--- config.mk ---
export PLATFORM = sky130hd
export DESIGN_NAME = bomb_countdown
export DESIGN_NICKNAME = d
export VERILOG_FILES = /design/src/rtl/bomb_countdown.sv
export SDC_FILE = /design/constraint.sdc
export NUM_CORES = 1
export LEC_CHECK = 0
export ABC_CLOCK_PERIOD_IN_PS = 8950
export CAP_MARGIN = 10
export CORE_AREA = 2 2 75 77
export DETAILED_ROUTE_END_ITERATION = 8
export DIE_AREA = 0 0 77 79
export MAX_ROUTING_LAYER = met4
export PLACE_DENSITY = 0.83
export RECOVER_POWER = 25
export SKIP_LAST_GASP = 1
export SLEW_MARGIN = 20
export SYNTH_ARGS = -nofsm -noshare
export SYNTH_HDL_FRONTEND = slang
export SYNTH_SLANG_ARGS = --single-unit
--- constraint.sdc ---
create_clock -name clk -period 8.95 [get_ports clk]
set_clock_uncertainty 0.1 [all_clocks]
set_input_delay 1.79 -clock clk [delete_from_list [all_inputs] [get_ports clk]]
set_output_delay 1.79 -clock clk [all_outputs]
set_load 0.01 [all_outputs]
--- src/rtl/bomb_countdown.sv ---
// Bomb-defuse countdown core: ms tick accumulation, BCD MM:SS decrement,
// wrong-wire penalties, pause/defuse/clear handling and explosion at 00:00.
module bomb_countdown #(
  parameter int unsigned MS_PER_SEC  = 1000,
  parameter int unsigned PENALTY_SEC = 10
) (
  input  logic       clk,
  input  logic       rst,
  input  logic       ms_tick,
  input  logic       load,
  input  logic [3:0] preset_mt,
  input  logic [3:0] preset_mo,
  input  logic [3:0] preset_st,
  input  logic [3:0] preset_so,
  input  logic       start,
  input  logic       pause,
  input  logic       penalty,
  input  logic       defuse,
  input  logic       clr,
  output logic [3:0] min_tens,
  output logic [3:0] min_ones,
  output logic [3:0] sec_tens,
  output logic [3:0] sec_ones,
  output logic       running,
  output logic       exploded,
  output logic       defused,
  output logic       sec_pulse
);

  localparam int unsigned MS_W   = $clog2(MS_PER_SEC);
  localparam int unsigned PEND_W = 8;
  localparam logic [MS_W-1:0]   MS_LAST  = MS_W'(MS_PER_SEC - 1);
  localparam logic [PEND_W:0]   PEND_MAX = (PEND_W+1)'(255);
  localparam logic [PEND_W:0]   PEN_ADD  = (PEND_W+1)'(PENALTY_SEC);

  typedef enum logic [2:0] {
    S_IDLE,
    S_RUN,
    S_PAUSED,
    S_DEFUSED,
    S_EXPLODED
  } state_t;

  state_t              state_q, state_d;
  logic [15:0]         tm_q, tm_d;
  logic [MS_W-1:0]     ms_q, ms_d;
  logic [PEND_W-1:0]   pend_q, pend_d;
  logic [PEND_W:0]     pend_sum;
  logic                pulse_d;
  logic                tick_dec;
  logic                pend_dec;
  logic                add_pen;

  // One-second BCD decrement with borrow chain; holds at 00:00.
  function automatic logic [15:0] bcd_dec(input logic [15:0] t);
    logic [3:0] mt, mo, st, so;
    {mt, mo, st, so} = t;
    if (t != 16'h0000) begin
      if (so != 4'd0) so = so - 4'd1;
      else begin
        so = 4'd9;
        if (st != 4'd0) st = st - 4'd1;
        else begin
          st = 4'd5;
          if (mo != 4'd0) mo = mo - 4'd1;
          else begin
            mo = 4'd9;
            mt = mt - 4'd1;
          end
        end
      end
    end
    return {mt, mo, st, so};
  endfunction

  function automatic logic [15:0] clamp_preset(input logic [3:0] mt, input logic [3:0] mo,
                                               input logic [3:0] st, input logic [3:0] so);
    return {(mt > 4'd9) ? 4'd9 : mt,
            (mo > 4'd9) ? 4'd9 : mo,
            (st > 4'd5) ? 4'd5 : st,
            (so > 4'd9) ? 4'd9 : so};
  endfunction

  // Next-state, digit, ms-counter and pending-penalty logic.
  always_comb begin
    state_d  = state_q;
    tm_d     = tm_q;
    ms_d     = ms_q;
    pend_d   = pend_q;
    pulse_d  = 1'b0;
    tick_dec = 1'b0;
    pend_dec = 1'b0;
    add_pen  = 1'b0;
    pend_sum = '0;

    case (state_q)
      S_IDLE: begin
        if (load) begin
          tm_d = clamp_preset(preset_mt, preset_mo, preset_st, preset_so);
        end else if (start && (tm_q != 16'h0000)) begin
          state_d = S_RUN;
          ms_d    = '0;
        end
      end
      S_RUN: begin
        add_pen = penalty;
        if (defuse) begin
          state_d = S_DEFUSED;
        end else if (pause) begin
          state_d = S_PAUSED;
        end else begin
          if (ms_tick) begin
            if (ms_q == MS_LAST) begin
              ms_d     = '0;
              tick_dec = 1'b1;
            end else begin
              ms_d = ms_q + MS_W'(1);
            end
          end
          pend_dec = !tick_dec && (pend_q != '0);
        end
      end
      S_PAUSED: begin
        add_pen = penalty;
        if (defuse) state_d = S_DEFUSED;
        else if (start) state_d = S_RUN;
      end
      S_DEFUSED, S_EXPLODED: begin
        if (clr) begin
          state_d = S_IDLE;
          tm_d    = 16'h0000;
          ms_d    = '0;
        end
      end
      default: state_d = S_IDLE;
    endcase

    pend_sum = {1'b0, pend_q} + (add_pen ? PEN_ADD : '0) - (PEND_W+1)'(pend_dec);
    pend_d   = (pend_sum > PEND_MAX) ? '1 : pend_sum[PEND_W-1:0];

    if (tick_dec || pend_dec) begin
      tm_d    = bcd_dec(tm_q);
      pulse_d = tick_dec;
      if (tm_d == 16'h0000) begin
        state_d = S_EXPLODED;
        ms_d    = '0;
      end
    end

    // Pending seconds only survive while the game is live.
    if ((state_d != S_RUN) && (state_d != S_PAUSED)) pend_d = '0;
  end

  always_ff @(posedge clk or negedge rst) begin
    if (!rst) begin
      state_q   <= S_IDLE;
      tm_q      <= 16'h0000;
      ms_q      <= '0;
      pend_q    <= '0;
      running   <= 1'b0;
      exploded  <= 1'b0;
      defused   <= 1'b0;
      sec_pulse <= 1'b0;
    end else begin
      state_q   <= state_d;
      tm_q      <= tm_d;
      ms_q      <= ms_d;
      pend_q    <= pend_d;
      running   <= (state_d == S_RUN);
      exploded  <= (state_d == S_EXPLODED);
      defused   <= (state_d == S_DEFUSED);
      sec_pulse <= pulse_d;
    end
  end

  assign min_tens = tm_q[15:12];
  assign min_ones = tm_q[11:8];
  assign sec_tens = tm_q[7:4];
  assign sec_ones = tm_q[3:0];

endmodule

==> flow_summary.ini <==
[cts]
h-tree-depth = 2
cts_tree = built
cts-resized-gates = 0
cts-root-buf = clkbuf_8
numCtsBuffers = 5
clkTransAtPathRegs_ps = 80
clkLatencyLatePin_ps = 300
ctsHoldBuffers = 0
ctsLongestPathBuffers = 2
clock-sinks = 41
post_cts.repair.setup_buffers = 0

[critical_path]
setup.worst_path.start = ms_tick
critical-path-slowest-cell = nor3_4
worst-path-buf-inv = 1
crit_type = in2reg
end_kind = register
crit_family = simple AND/OR/NAND/NOR gates
cp_max_fo = 22
startpoint_type = input pin
cp_cell_sequence = clkdlybuf4s50_1 -> nor3b_1 -> nand2_1 -> o21a_1 -> a211o_2 -> nor3_4 -> nor4_1
reg2reg_from = pend_q[2]
critPathMaxStageDelay_ps = 730
worstPathRequired_ps = 8990
crit_arrival_ps = 4830

[run_status]
violations = max-capacitance violations, max-slew violations
outcome = finished with violations

[die]
ios = 45
die_w_um = 77
core_area_um2 = 5340
start_util = 0.560
fp.dieH_um = 79
fp-row-count = 27
die_area_um2 = 6080

[global_route]
groute.usage.overall = 0.273
use_met1 = 0.362
antenna_found_initial = 0
grt_pass1_vias = 2757
grt_max_degree = 42
gr-total-overflow = 0
use_met2 = 0.433
met3_usage = 0.0398
grt_pass1_wl_mm = 13.0
busiest_layer = met2

[final_layout]
drive_gt1_frac = 0.0602
syn2layout_area_growth_pct = 20.7
num_antenna_cells = 0
final_cells = 471
final_util = 0.676
final_nets = 440
final_cell_area_um2 = 3610

[synth]
yosysSeqAreaShare = 0.343
synth.area.top_cells = dfrtp_1, ha_1, nor2_1
synth-edff-count = 0
syn_area_um2 = 2990
syn_avg_cell_area_um2 = 8.42
syn-instance-count = 355
ys.flop_type = dfrtp_1
synth_warnings = 0
synthArstFlopShare = 1.00
yosysTopAreaCell = dfrtp_1
synth_most_common_cell = nor2_1
synth_common_cells = nor2_1, dfrtp_1, o21ai_0
syn-num-nets = 397
synth_top_area_share = 0.343
synth.distinct_cells = 65
ys_ff_latch = 41

[power]
vdd_drop_max_uv = 280
finalPower_mw = 1.31
leakage_nw = 1.50
power.density_nw_per_um2 = 362

[timing]
tightest_slew_ps = 2240
layout_min_cycle_time_ps = 4790
setup_ws_ps = 4160
setup_viol = 0
relSlewSlack = -0.496
rsz0062_at_grt = no
max_freq_ghz = 0.209
hold_viol = 0
tns_ps = 0
period_share = 0.535
whs_ps = 391
slew_violations = 42

[route]
first_pass_iters = 5
avgViaCountPerCell = 6.31
vias = 2974
dr.first_iter.drc_count = 208
drtAntennaViolNets = 0
drc = 0
routedWlPerCell_um = 16.8
wirelength_mm = 7.89

[placement]
hpwl_mm = 5.80
dpl-instance-area_um2 = 3470
placed_cells = 463
routabilityCongestion = 0.971
port_buffers = 44
dp_slack_ps = 3880

[min_path]
holdCritPathClass = reg2reg
min_from = ms_q[9]

[flow_run]
cap_violations = 1
==> cells by family (layout without fill, tap and decap cells) <==
logic type | Yosys count | count (layout) | synth area share
AND/OR/NAND/NOR | 146 | 146 | 0.266
AO/OA/AOI/OAI | 110 | 110 | 0.243
flip-flops | 41 | 41 | 0.343
buffers and inverters | 33 | 77 | 0.0494
adder cells (fa/ha/maj) | 17 | 17 | 0.0736
XOR/XNOR | 5 | 5 | 0.0146
multiplexers | 3 | 3 | 0.0109
==> state kept, by name (all words and copies together) (netlist names) <==
name,cells
defused,1
pend_q,8
sec_pulse,1
tm_q,16
running,1
state_q,3
ms_q,10
exploded,1
==> worst register-to-register path, stage by stage, from the launching register on <==
cell and delay (ps):
dfrtp_1 410, or4_1 520, o211ai_1 290, a21oi_1 90, ha_1 190, inv_1 80, ha_1 150, a21oi_1 70
nor4bb_1 540, nor2_1 140, a311oi_1 620, o21ai_0 220, nor2_1 140
==> worst paths after layout <==
path | to | slack, ps | cells after the start
setup / recovery | pend_q[7] | 4160 | 7
hold / removal | ms_q[9] | 390 | 1
setup reg to reg | pend_q[3] | 5310 | 12
hold reg to reg | ms_q[9] | 390 | 1
max in group asynchronous | pend_q[4] | 5420 | 1
min in group asynchronous | pend_q[6] | 2050 | 1
==> layer usage <==
| layer | wire (um) | part of all wire |
|---|---|---|
| met4 | 137 | 0.017 |
| met2 | 3740 | 0.47 |
| met3 | 489 | 0.062 |
| met1 | 3530 | 0.45 |
| met5 | 0 | 0 |
==> area by class of cell <==
cell class                      instances  area [um^2]
Multi-Input combinational cell        281         1820
Fill cell                             467         1730
Sequential cell                        41         1030
Timing Repair Buffer                   47          457
Tap cell                               72         90.1
Inverter                               22         82.6
Clock buffer                            5         68.8
Clock inverter                          3         68.8
==> layout by cell type (no fill, tap or decap), types with 4 or more instances in the layout <==
master,n
clkdlybuf4s50_1,43
ha_1,16
clkbuf_8,5
a211oi_1,8
nand3_1,10
nor3_1,10
nor2_1,44
o211ai_1,7
a21oi_1,26
o21ai_0,28
nor2b_1,4
inv_1,22
or4_1,5
nand2_1,20
nor4_1,10
or3_1,9
nor4b_1,4
a31oi_1,5
nor3b_1,4
dfrtp_1,41
==> power breakdown <==
part	switching (mW)	internal [mW]	total, mW	leakage (nW)
Combinational	0.439	0.349	0.788	0.900
Sequential	0.0904	0.245	0.335	0.536
Clock	0.0698	0.112	0.182	0.0687
(Power assumes the default switching activity.)
